<file path="src/rtl/cpu_pkg.sv">
// Shared CPU definitions: ALU opcodes, branch condition codes, flag bit positions,
// and the per-opcode flag-write rules.
package cpu_pkg;

  typedef enum logic [3:0] {
    OP_ADD    = 4'b0000,
    OP_SUB    = 4'b0001,
    OP_XOR    = 4'b0010,
    OP_RED    = 4'b0011,
    OP_SLL    = 4'b0100,
    OP_SRA    = 4'b0101,
    OP_ROR    = 4'b0110,
    OP_PADDSB = 4'b0111,
    OP_LW     = 4'b1000,
    OP_SW     = 4'b1001,
    OP_LHB    = 4'b1010,
    OP_LLB    = 4'b1011,
    OP_B      = 4'b1100,
    OP_BR     = 4'b1101,
    OP_PCS    = 4'b1110,
    OP_HLT    = 4'b1111
  } opcode_e;

  typedef enum logic [2:0] {
    CC_NEQ  = 3'b000,
    CC_EQ   = 3'b001,
    CC_GT   = 3'b010,
    CC_LT   = 3'b011,
    CC_GTE  = 3'b100,
    CC_LTE  = 3'b101,
    CC_OVFL = 3'b110,
    CC_UNC  = 3'b111
  } cond_e;

  // Flag register layout is {Z,V,N}
  localparam int unsigned FLAG_Z = 2;
  localparam int unsigned FLAG_V = 1;
  localparam int unsigned FLAG_N = 0;

  function automatic logic op_writes_z(input logic [3:0] op);
    case (op)
      OP_ADD, OP_SUB, OP_XOR, OP_SLL, OP_SRA, OP_ROR: return 1'b1;
      default:                                        return 1'b0;
    endcase
  endfunction

  function automatic logic op_writes_vn(input logic [3:0] op);
    case (op)
      OP_ADD, OP_SUB: return 1'b1;
      default:        return 1'b0;
    endcase
  endfunction

endpackage

</file>
<file path="src/rtl/branch_cond_eval.sv">
// Combinational branch condition resolution against a {Z,V,N} flag set.
module branch_cond_eval
  import cpu_pkg::*;
(
  input  logic [2:0] cond_i,
  input  logic       z_i,
  input  logic       v_i,
  input  logic       n_i,
  output logic       taken_o
);

  always_comb begin
    taken_o = 1'b0;
    case (cond_i)
      CC_NEQ:  taken_o = ~z_i;
      CC_EQ:   taken_o = z_i;
      CC_GT:   taken_o = ~z_i & ~n_i;
      CC_LT:   taken_o = n_i;
      CC_GTE:  taken_o = z_i | ~n_i;
      CC_LTE:  taken_o = n_i | z_i;
      CC_OVFL: taken_o = v_i;
      CC_UNC:  taken_o = 1'b1;
      default: taken_o = 1'b0;
    endcase
  end

endmodule

</file>
<file path="src/rtl/flag_branch_unit.sv">
// Architectural flag register with same-cycle bypass, branch target generation and a
// single-entry handshaked PC redirect register toward IF.
module flag_branch_unit
  import cpu_pkg::*;
#(
  parameter int unsigned PC_W  = 16,
  parameter int unsigned IMM_W = 9
) (
  input  logic             clk,
  input  logic             rst_n,
  input  logic             flag_wr_en,
  input  logic [3:0]       alu_opcode,
  input  logic             alu_z,
  input  logic             alu_v,
  input  logic             alu_n,
  input  logic             br_valid,
  output logic             br_ready,
  input  logic             br_is_reg,
  input  logic [2:0]       br_cond,
  input  logic [PC_W-1:0]  br_pc,
  input  logic [IMM_W-1:0] br_imm,
  input  logic [PC_W-1:0]  br_rs,
  input  logic             flush,
  output logic             redirect_valid,
  input  logic             redirect_ready,
  output logic [PC_W-1:0]  redirect_pc,
  output logic [2:0]       flags
);

  typedef enum logic {ST_IDLE, ST_PEND} state_e;

  state_e            state_q, state_d;
  logic [2:0]        flags_q, flags_d;
  logic [PC_W-1:0]   rpc_q, rpc_d;
  logic [PC_W-1:0]   imm_ext, b_target, target;
  logic              taken, accept;

  // Merged flags: bits written this cycle come from the ALU, the rest from the register.
  always_comb begin
    flags_d = flags_q;
    if (flag_wr_en) begin
      if (op_writes_z(alu_opcode)) flags_d[FLAG_Z] = alu_z;
      if (op_writes_vn(alu_opcode)) begin
        flags_d[FLAG_V] = alu_v;
        flags_d[FLAG_N] = alu_n;
      end
    end
  end

  branch_cond_eval u_cond (
    .cond_i  (br_cond),
    .z_i     (flags_d[FLAG_Z]),
    .v_i     (flags_d[FLAG_V]),
    .n_i     (flags_d[FLAG_N]),
    .taken_o (taken)
  );

  assign imm_ext  = {{(PC_W-IMM_W){br_imm[IMM_W-1]}}, br_imm};
  assign b_target = br_pc + PC_W'(2) + {imm_ext[PC_W-2:0], 1'b0};
  assign target   = br_is_reg ? br_rs : b_target;

  assign redirect_valid = (state_q == ST_PEND);
  assign br_ready       = ~redirect_valid | redirect_ready;
  assign accept         = br_valid & br_ready & ~flush;
  assign redirect_pc    = rpc_q;
  assign flags          = flags_q;

  always_comb begin
    state_d = state_q;
    rpc_d   = rpc_q;
    if (flush) begin
      state_d = ST_IDLE;
    end else if (accept && taken) begin
      state_d = ST_PEND;
      rpc_d   = {target[PC_W-1:1], 1'b0};
    end else if (state_q == ST_PEND && redirect_ready) begin
      state_d = ST_IDLE;
    end
  end

  always_ff @(posedge clk or negedge rst_n) begin
    if (!rst_n) begin
      state_q <= ST_IDLE;
      rpc_q   <= '0;
      flags_q <= '0;
    end else begin
      state_q <= state_d;
      rpc_q   <= rpc_d;
      flags_q <= flags_d;
    end
  end

endmodule

</file>
<file path="config.mk">
export PLATFORM = sky130hd
export DESIGN_NAME = flag_branch_unit
export DESIGN_NICKNAME = d
export VERILOG_FILES = /design/src/rtl/cpu_pkg.sv /design/src/rtl/branch_cond_eval.sv /design/src/rtl/flag_branch_unit.sv
export SDC_FILE = /design/constraint.sdc
export NUM_CORES = 1
export LEC_CHECK = 0
export ABC_CLOCK_PERIOD_IN_PS = 1900
export BUFFER_PORTS_ARGS = -buffer_cell sky130_fd_sc_hd__clkbuf_2
export CAP_MARGIN = 20
export CORE_UTILIZATION = 43
export DETAILED_ROUTE_END_ITERATION = 8
export PLACE_DENSITY = 0.85
export SETUP_SLACK_MARGIN = 0.2
export SYNTH_ARGS = -nofsm -noshare
export SYNTH_HDL_FRONTEND = slang
export SYNTH_HIERARCHICAL = 1
export SYNTH_SLANG_ARGS = --single-unit
</file>
<file path="constraint.sdc">
create_clock -name clk -period 1.9 [get_ports clk]
set_input_delay 0.475 -clock clk [delete_from_list [all_inputs] [get_ports clk]]
set_output_delay 0.475 -clock clk [all_outputs]
set_load 0.005 [all_outputs]
</file>
# After elaboration in Yosys (flattened, before gate mapping)
# Index checks and enable logic that the tools add are counted.
# totals
register_bits	19
inputBits	58
output_inout_bits	21
# op_classes
n_addsub	2
n_eq_ne	12
muxes	12
bitwise	10
reduce_logical	8
# op_table
op	n
16-bit adder	1
16-bit by 2-bit adder with 16-bit output (second input constant)	1
16-bit two-way mux	1
3-bit equality test (second input constant)	4
4-bit by 3-bit equality test with 1-bit output (second input constant)	3
1-bit two-way mux	8
1-bit one-hot mux with 8 select lines	1
3-bit by 2-bit equality test with 1-bit output (second input constant)	2
6-bit OR reduction	1
4-bit by 1-bit equality test with 1-bit output (second input constant)	1
4-bit by 2-bit equality test with 1-bit output (second input constant)	1
4-bit logical NOT	1
1-bit NOT	4
1-bit AND	3
3-bit by 1-bit equality test with 1-bit output (second input constant)	1
3-bit logical NOT	1
3-bit two-way mux	1
1-bit OR	3
3-bit nonzero test	1
1-bit logical AND	2
2-bit two-way mux	1
2-bit AND reduction	1
2-bit OR reduction	1

# Logic depth before layout (Yosys ltp)
# Gate-level depths: netlist of run 1.
# depth
ltp_word	12
depth_mapped	13
mapped_depth_nobuf	12

# Modules after synthesis
# The synthesis of run 1 kept the hierarchy.
# modules_own_cells
module	instances	cells_per_inst	area_per_inst_um2	seq_area_each_um2
flag_branch_unit	1	190	1685.4	475.5
branch_cond_eval	1	11	76.3	0.0

# Least setup slack after synthesis of run 1
# Ideal clock, no wire load.
# synth_path
kind	input port to flip-flop
from	input port alu_opcode[3]
to	register rpc_q[3] (netlist: redirect_pc[3])
setup_time_ns	0.135
arrival_ns	2.478
t_required_ns	1.765
slack_ns	-0.713
path_stages	12
path_buffers	2
cell_sequence	nand2b_1 > nor3_1 > mux2_2 > nand2_1 > mux2i_1 > a21oi_1 > o21a_1 > nand2_1 > or3_1 > clkbuf_1 > clkbuf_1 > o21ai_0
# synth_between
elab_chain_cells	11
elab_cells_between_ends	23
cone_classes	eq/ne: 5; mux: 8; bitwise: 5; reduce/logical: 5
# synth_rtl
item	line_no	text
from (decl)	flag_branch_unit.sv:12	input logic [3:0] alu_opcode,
4-bit by 1-bit equality test with 1-bit output or 4-bit logical NOT (tied branches)	cpu_pkg.sv:48	case (op)
2-bit OR reduction *	cpu_pkg.sv:48	
1-bit two-way mux *	cpu_pkg.sv:48	
1-bit two-way mux *	flag_branch_unit.sv:41	if (flag_wr_en) begin
2-bit two-way mux *	flag_branch_unit.sv:43	if (op_writes_vn(alu_opcode)) begin
3-bit two-way mux *	flag_branch_unit.sv:41	
via flags_d[0]	flag_branch_unit.sv:33	logic [2:0] flags_q, flags_d;
1-bit NOT	branch_cond_eval.sv:17, branch_cond_eval.sv:19	
1-bit OR or 1-bit AND (tied branches)	branch_cond_eval.sv:19, branch_cond_eval.sv:17	
1-bit one-hot mux with 8 select lines *	branch_cond_eval.sv:14	case (cond_i)
via taken	flag_branch_unit.sv:36	logic taken, accept;
1-bit logical AND *	flag_branch_unit.sv:73	end else if (accept && taken) begin
2-bit AND reduction (no line) *	n/a	
to (signal assigned)	flag_branch_unit.sv:88	rpc_q <= rpc_d;
to (decl)	flag_branch_unit.sv:34	logic [PC_W-1:0] rpc_q, rpc_d;
# The timed path passes the listed nets; every way through them passes the cells marked *. The select of a mux whose other input is x is not followed.
# A chain may end at the register's enable or synchronous reset.

# Worst setup path in the final report of run 1
# layout_path
from	input port alu_opcode[3]
to	register rpc_q[13] (netlist: redirect_pc[13])
# The elaborated chain is that of the path after synthesis.

==> metrics.md, run 1 <==
| Metric | Value |
|---|---|
| Run status | `complete, but fails checks` |
| Failing checks | `negative setup slack` |
| Proportion of synthesized flip-flops having asynchronous set or reset | `100%` |
| Most frequently used flop master after synthesis | `dfrtp_1` |
| Number of flops mapped to enable cells by yosys | `0` |
| Number of nets with antenna violations after detailed routing | `0` |
| Peak Freq | `0.429 GHz` |
| Proportion of synthesized chip area in sequential cells | `between 20 and 30%` |
| Area of the core | `roughly 3800 µm²` |
| Height of the die | `around 66 µm` |
| Area growth syn-to-layout | `51.7%` |
| DRC marker count from the first detailed-route iteration | `55` |
| Critical path buffers and inverters | `2` |
| Maximum root-to-sink buffer count | `2` |
| Clock Tree Root | `clkbuf_8` |
| Largest delay share family, worst path | `multiplexers` |
| Port Buffer Count | `between 70 and 80` |
| Fraction of post-synthesis cell area in the top cell type by area | `27.0%` |
| CTS H-tree depth | `1` |
| WL final | `4820 µm` |
| Row count | `22` |
| Arrival time worst endpoint | `approximately 2.5 ns` |
| Cell area power density | `687 nW/µm²` |
| Cell taking the most area after synthesis | `dfrtp_1` |
| Max-cap viol count | `0` |
| Hold violation count in the final report | `0` |
| Slowest library cell on the worst path | `mux2_4` |
| Die X-Extent | `approximately 66 µm` |
| WS Path Type | `in2reg` |
| Clock insertion delay at the later pin of the skew report | `around 0.25 ns` |
| Wirelength per Cell | `about 13 µm` |
| Largest driver fanout on the critical path | `5` |
| Mapped Nets | `287` |
| Die footprint | `~4400 µm²` |
| Number of top-level design ports | `79` |
| Data required time at the worst endpoint | `approximately 2.0 ns` |
| Drt first pass iters | `4` |
| Setup slack, reg-to-reg | `-0.15 ns` |
| Total non-filler cell area in the finished layout | `roughly 2700 µm²` |
| Routability congestion estimate | `0.915` |
| Fin worst setup slack | `-0.430 ns` |
| Largest cells by area after synthesis | `dfrtp_1 27%, ha_1 19%, a21oi_1 6.0%` |
| Total design power | `~1.8 mW` |
| Vias in the first global route | `1,830` |
| Final setup fails | `15` |
| Initial antenna violation count | `0` |
| Ordered list of cells on the worst path | `clkbuf_2 > nand2b_4 > nor3_4 > mux2_4 > mux2i_1 > o31a_1 > o21a_1 > nand2_2 > nor3_4 > buf_12 > mux2_4` |
| Average via count per standard cell | `5.27` |
| Shortest clock period the worst path allows after layout | `about 2.3 ns` |
| RSZ-0062 raised after global routing | `true` |
| Clock slew at reported path FFs | `~0.070 ns` |
| Starting density of the core | `between 40% and 50%` |
| Cts bufs inserted | `3` |
| Number of hold buffers added after cts | `0` |
| Final Max Slew Viols | `0` |
| Share of the clock period used by the worst path | `123%` |
| CTS Sinks | `19` |
| YS warnings | `6` |
| Pin count of the biggest net entering global routing | `23` |
| Number of antenna diodes | `0` |
| Vias after detailed routing | `~1,900` |
| Static leakage | `about 1.4 nW` |
| Cell count after synthesis | `between 200 and 250` |
| Dpl cell area | `~2500 µm²` |
| Hpwl dp | `about 3800 µm` |
| Maximum clock skew at final layout | `0.000647 ns` |
| Max VDD drop | `slightly below 0.3 mV` |
| Count of state elements after synthesis | `19` |
| Wire length of the first global-routing pass | `slightly below 8000 µm` |
| Type of the tightest min-delay check | `in2async` |
| Number of cells on the worst reg-to-reg path | `8` |
| NumNets Final | `around 400` |
| Startpoint class of the critical path | `input port` |
| Number of distinct library cell variants in the gate-level netlist after synthesis | `42` |
| Combined area of all synthesized cells | `between 1500 and 2000 µm²` |
| TritonCTS clock tree | `built` |
| Worst reg2reg startpoint | `flags[0]$_DFF_PN0_` |
| Kind of end point of the critical path | `register` |
| Proportion of layout cells with a drive suffix above 1 | `48.1%` |
| GRT Total Usage | `22.7%` |
| Post-route DRC violation count | `0` |
| Congestion Overflow GR | `0` |
| Slowest Stage Delay on Critical Path | `0.35 ns` |
| Average cell area after synthesis | `around 8.8 µm²` |
| Worst reg2reg endpoint | `redirect_pc[13]$_DFFE_PN0P_` |
-- worst max path at each step --
stage             startpoint                          end  depth (start not counted)  slack [ns]
2_1_floorplan  alu_opcode[3]   redirect_pc[3]$_DFFE_PN0P_                         12       -0.47
3_3_place_gp   alu_opcode[3]  redirect_pc[11]$_DFFE_PN0P_                         11       -0.61
3_5_place_dp   alu_opcode[3]  redirect_pc[14]$_DFFE_PN0P_                         13       -0.73
4_1_cts        alu_opcode[3]   redirect_pc[7]$_DFFE_PN0P_                         13       -0.38
5_1_grt        alu_opcode[3]   redirect_pc[8]$_DFFE_PN0P_                         12       -0.52
6_report       alu_opcode[3]  redirect_pc[13]$_DFFE_PN0P_                         11       -0.43
-- Yosys cell counts (3+ instances only) --
| cell | number |
|---|---|
| mux2i_1 | 5 |
| and3_1 | 3 |
| ha_1 | 27 |
| nor2_1 | 17 |
| o22ai_1 | 4 |
| mux2_2 | 4 |
| xnor2_1 | 9 |
| clkbuf_1 | 5 |
| a211oi_1 | 3 |
| a21oi_1 | 21 |
| dfrtp_1 | 19 |
| inv_1 | 7 |
| nand2b_1 | 3 |
| xor2_1 | 3 |
| o21a_1 | 7 |
| nand2_1 | 14 |
| nor3_1 | 4 |
| o21ai_0 | 15 |
-- power by group --
part           switching [mW]  total [mW]  internal, mW
sequential             0.0765       0.605         0.529
clock                   0.128       0.277         0.149
combinational           0.438       0.954         0.516
total                   0.643        1.84          1.19
-- state kept, by name, indices dropped and copies added (netlist names) --
| name | cells |
|---|---|
| redirect_valid | 1 |
| flags | 3 |
| redirect_pc | 15 |
-- layout by cell type, fill, tap and decap left out, types with 2 or more instances in the layout --
master	count
o21ai_0	7
nand2b_1	2
o22ai_1	4
o21bai_1	2
nand2_1	12
buf_6	3
nor3_4	2
mux2i_1	5
a21o_1	2
a211oi_2	3
nand3_1	2
a21oi_1	16
ha_4	5
o21ai_1	9
nor2_1	16
ha_1	21
clkbuf_2	75
and3_1	3
buf_4	34
inv_1	6
a21oi_2	5
xor2_1	3
nor2b_2	2
mux2_4	3
dfrtp_1	19
nand2_2	2
o21a_1	7
a31oi_1	2
clkbuf_8	3
xnor2_1	9
a21boi_0	2
-- logic make-up (layout without fill, tap and decap cells) --
kind of cell | Yosys count | count (layout) | synth area share (%)
compound gates | 68 | 68 | 24.8
xor+xnor | 12 | 12 | 5.97
fa+ha+maj | 28 | 28 | 20.3
buf+inv | 15 | 124 | 3.55
flops | 19 | 19 | 27.0
mux | 9 | 9 | 5.40
other cells | 1 | 1 | 0.213
simple gates | 49 | 49 | 12.8
-- through the flow --
stage / util [%] / setup slack [ns] / hold slack, ns / setup TNS [ns] / std cells
2_1_floorplan: - / -0.468 / 0.179 / -6.18 / 201
3_3_place_gp: 65.3 / -0.608 / 0.452 / -8.90 / 352
3_5_place_dp: 65.3 / -0.732 / 0.455 / -10.63 / 352
4_1_cts: 69.1 / -0.382 / 0.183 / -5.26 / 357
5_1_grt: 70.4 / -0.522 / 0.207 / -7.02 / 358
6_report: 70.4 / -0.430 / 0.157 / -5.67 / 358
-- layout make-up --
cell class	count	area, µm²
Multi-Input combinational cell	167	1380
Clock buffer	4	45.0
Tap cell	48	60.1
Sequential cell	19	475
Timing Repair Buffer	113	684
Fill cell	299	1130
Inverter	7	26.3
-- routing by layer --
layer	share of wire (%)	global-route usage, %
met1	41	26.4
met4	0.97	6.12
met2	53	43.2
met5	0	0
met3	5.5	2.76
-- timing repair --
action / in CTS / in global routing
gates resized for setup: 17 / 9
endpoints found under the setup margin: 16 / 17
pin swaps: 5 / 1
buffers inserted: 1 / 1
(Power assumes the default switching activity.)
==> inputs of run 2 (changes only) <==
Settings changed: CELL_PAD_IN_SITES_DETAIL_PLACEMENT set to 0, CELL_PAD_IN_SITES_GLOBAL_PLACEMENT set to 1, CORE_UTILIZATION 43 to 31, SKIP_LAST_GASP set to 1.
==> run 2 against run 1 <==
Compared with the run above:
- the run still ends with negative setup slack left
- flip-flop and latch count is the same
- maximum frequency shrank 0.41%
- power grew 1.3%
- die area grew 37%
- via count shrank 2.9%
- register-to-register slack is essentially flat
- final cell count grew 8.7%
- clock power grew 2%
- combinational power grew 2%
- critical path type unchanged
- critical endpoint is now redirect_pc[14]$_DFFE_PN0P_
==> metrics.md, run 2 (synthesized netlist as in run 1, its figures left out) <==
| Metric | Value |
|---|---|
| Run status | `complete, but fails checks` |
| Failing checks | `negative setup slack` |
| Data required time at the worst endpoint | `2.04 ns (about the same)` |
| Dpl cell area | `2540 µm² (+2.4%)` |
| Maximum clock skew at final layout | `0.00132 ns (+0.000677 ns)` |
| Max-cap viol count | `0 (unchanged)` |
| Maximum root-to-sink buffer count | `2 (unchanged)` |
| Cts bufs inserted | `3 (unchanged)` |
| WS Path Type | `in2reg` |
| Setup slack, reg-to-reg | `-0.14 ns (about the same)` |
| End-of-flow core utilization | `50.0% (-20 points)` |
| Worst slack, placed | `-0.747 ns (-0.0150 ns)` |
| Vias after detailed routing | `1,831 (-2.9%)` |
| Startpoint class of the critical path | `input port` |
| Number of nets with antenna violations after detailed routing | `0 (unchanged)` |
| Post-route DRC violation count | `0 (unchanged)` |
| Type of the tightest min-delay check | `in2async` |
| Clock Tree Root | `clkbuf_8` |
| Max VDD drop | `0.291 mV (+0.62%)` |
| Worst reg2reg endpoint | `redirect_pc[14]$_DFFE_PN0P_` |
| Largest delay share family, worst path | `compound AO/OA/AOI/OAI gates` |
| CTS H-tree depth | `1 (unchanged)` |
| Worst reg2reg startpoint | `flags[0]$_DFF_PN0_` |
| Clock slew at reported path FFs | `0.07 ns (about the same)` |
| Worst hold slack after final layout | `0.167 ns (+0.0107 ns)` |
| Total design power | `1.86 mW (+1.3%)` |
| Number of antenna diodes | `0 (unchanged)` |
| Peak Freq | `0.427 GHz (-0.41%)` |
| Congestion Overflow GR | `0 (unchanged)` |
| Pin count of the biggest net entering global routing | `23 (unchanged)` |
| Total non-filler cell area in the finished layout | `2750 µm² (+3.0%)` |
| Average via count per standard cell | `4.71 (-11%)` |
| Die footprint | `5990 µm² (+37%)` |
| Largest driver fanout on the critical path | `3 (-2)` |
| Share of the clock period used by the worst path | `123% (+0.50 points)` |
| Most common cell after layout, fill and taps aside | `clkbuf_2` |
| Net switching power | `0.660 mW (+2.6%)` |
| Hold violation count in the final report | `0 (unchanged)` |
| CTS Sinks | `19 (unchanged)` |
| Final setup fails | `15 (unchanged)` |
| GRT Total Usage | `15.8% (-6.9 points)` |
| Height of the die | `77.4 µm (+17%)` |
| Arrival time worst endpoint | `2.48 ns (about the same)` |
| Die X-Extent | `77.4 µm (+17%)` |
| Slowest library cell on the worst path | `fa_2` |
| Shortest clock period the worst path allows after layout | `2.34 ns (+0.00948 ns)` |
| NumNets Final | `404 (+1.8%)` |
| Slowest Stage Delay on Critical Path | `0.37 ns (+0.02 ns)` |
| RSZ-0062 raised after global routing | `true` |
| Row count | `27 (+23%)` |
| Area growth syn-to-layout | `56.3%` |
| Routability congestion estimate | `0.782 (-15%)` |
| Flip-flop count of the largest register after layout | `15 (unchanged)` |
| Cell area power density | `676 nW/µm² (-1.6%)` |
| Number of hold buffers added after cts | `0 (unchanged)` |
| Kind of end point of the critical path | `register` |
| Setup tns final | `-5.64 ns (+0.0292 ns)` |
| Fin worst setup slack | `-0.439 ns (-0.00948 ns)` |
| Number of top-level design ports | `79 (unchanged)` |
| Beginning of the critical path | `br_imm[1]` |
| Design internal power | `1.20 mW (+0.66%)` |
| DRC marker count from the first detailed-route iteration | `55 (unchanged)` |
| Highest-count cells in the layout ignoring fill and taps | `74 x clkbuf_2, 42 x buf_4, 23 x ha_1` |
| Ordered list of cells on the worst path | `buf_6 > ha_4 > ha_4 > fa_2 > a211oi_4 > o21ai_2 > a211oi_4 > a221oi_2 > xnor2_1 > o22ai_1` |
| Wire length of the first global-routing pass | `7800 µm (+0.97%)` |
| Clock insertion delay at the later pin of the skew report | `0.25 ns (about the same)` |
| Final Max Slew Viols | `0 (unchanged)` |
| Total placed cells including tap cells | `380 (+8.0%)` |
| Hpwl dp | `3810 µm (-0.52%)` |
| Portion of total power attributed to the clock network | `15.1% (about the same)` |
| Static leakage | `1.39 nW (+2.7%)` |
| Starting density of the core | `32.0% (-14 points)` |
| Proportion of layout cells with a drive suffix above 1 | `50.2% (+2.1 points)` |
| Port Buffer Count | `75 (unchanged)` |
| Portion of total power attributed to combinational logic | `52.1% (about the same)` |
| Vias in the first global route | `1,799 (-1.7%)` |
| WL final | `4660 µm (-3.4%)` |
| Wirelength per Cell | `12.0 µm (-11%)` |
| Area of the core | `5510 µm² (+45%)` |
| Drt first pass iters | `4 (unchanged)` |
| Critical path buffers and inverters | `1 (-1)` |
| Number of cells on the worst reg-to-reg path | `10 (+2)` |
| Seq pwr share | `32.7% (-0.2 points)` |
| Switching Share | `35.4% (+0.44 points)` |
| Initial antenna violation count | `0 (unchanged)` |
| Count of placed standard cells in the final layout, fillers left out | `389 (+8.7%)` |
| TritonCTS clock tree | `built` |
[run 2: power by group through the flow]
stage	logic [mW]	registers (mW)	clock network [mW]
after global placement	0.877	0.604	0
after floorplan	0.474	0.608	0
after global routing	1.08	0.623	0.309
after detailed placement	0.891	0.611	0
after CTS	0.929	0.607	0.289
final	0.970	0.609	0.282
[run 2: cell type report]
cell class	count	area [µm²]
clock buffers	3	41.3
clock inverters	1	5.00
fillers	523	2750
inverters	7	26.3
multi-input cells	167	1390
flip-flops and latches	19	475
well taps	72	90.1
repair buffers	120	731
[run 2: layer usage]
layer / vias to the layer above / global-route usage [%] / wire (µm)
li1: 955 / - / -
met2: 49 / 27.6 / 2320
met1: 823 / 20.4 / 2110
met5: - / 0 / 0
met3: 4 / 1.29 / 185
met4: 0 / 5.28 / 37
[run 2: timing repair]
| item | 4_1_cts | 5_1_grt |
|---|---|---|
| pin swaps | 2 | 12 |
| gates resized for setup | 14 | 19 |
| endpoints found under the setup margin | 16 | 16 |
| buffers inserted | 2 | 3 |
[run 2: worst max-delay path by stage]
stage | endpoint | slack [ns] | cells past startpoint
3_5_place_dp | redirect_pc[14]$_DFFE_PN0P_ | -0.75 | 13
4_1_cts | redirect_pc[14]$_DFFE_PN0P_ | -0.40 | 13
5_1_grt | redirect_pc[8]$_DFFE_PN0P_ | -0.52 | 15
2_1_floorplan | redirect_pc[3]$_DFFE_PN0P_ | -0.47 | 12
3_3_place_gp | redirect_pc[12]$_DFFE_PN0P_ | -0.72 | 13
6_report | redirect_pc[14]$_DFFE_PN0P_ | -0.44 | 10
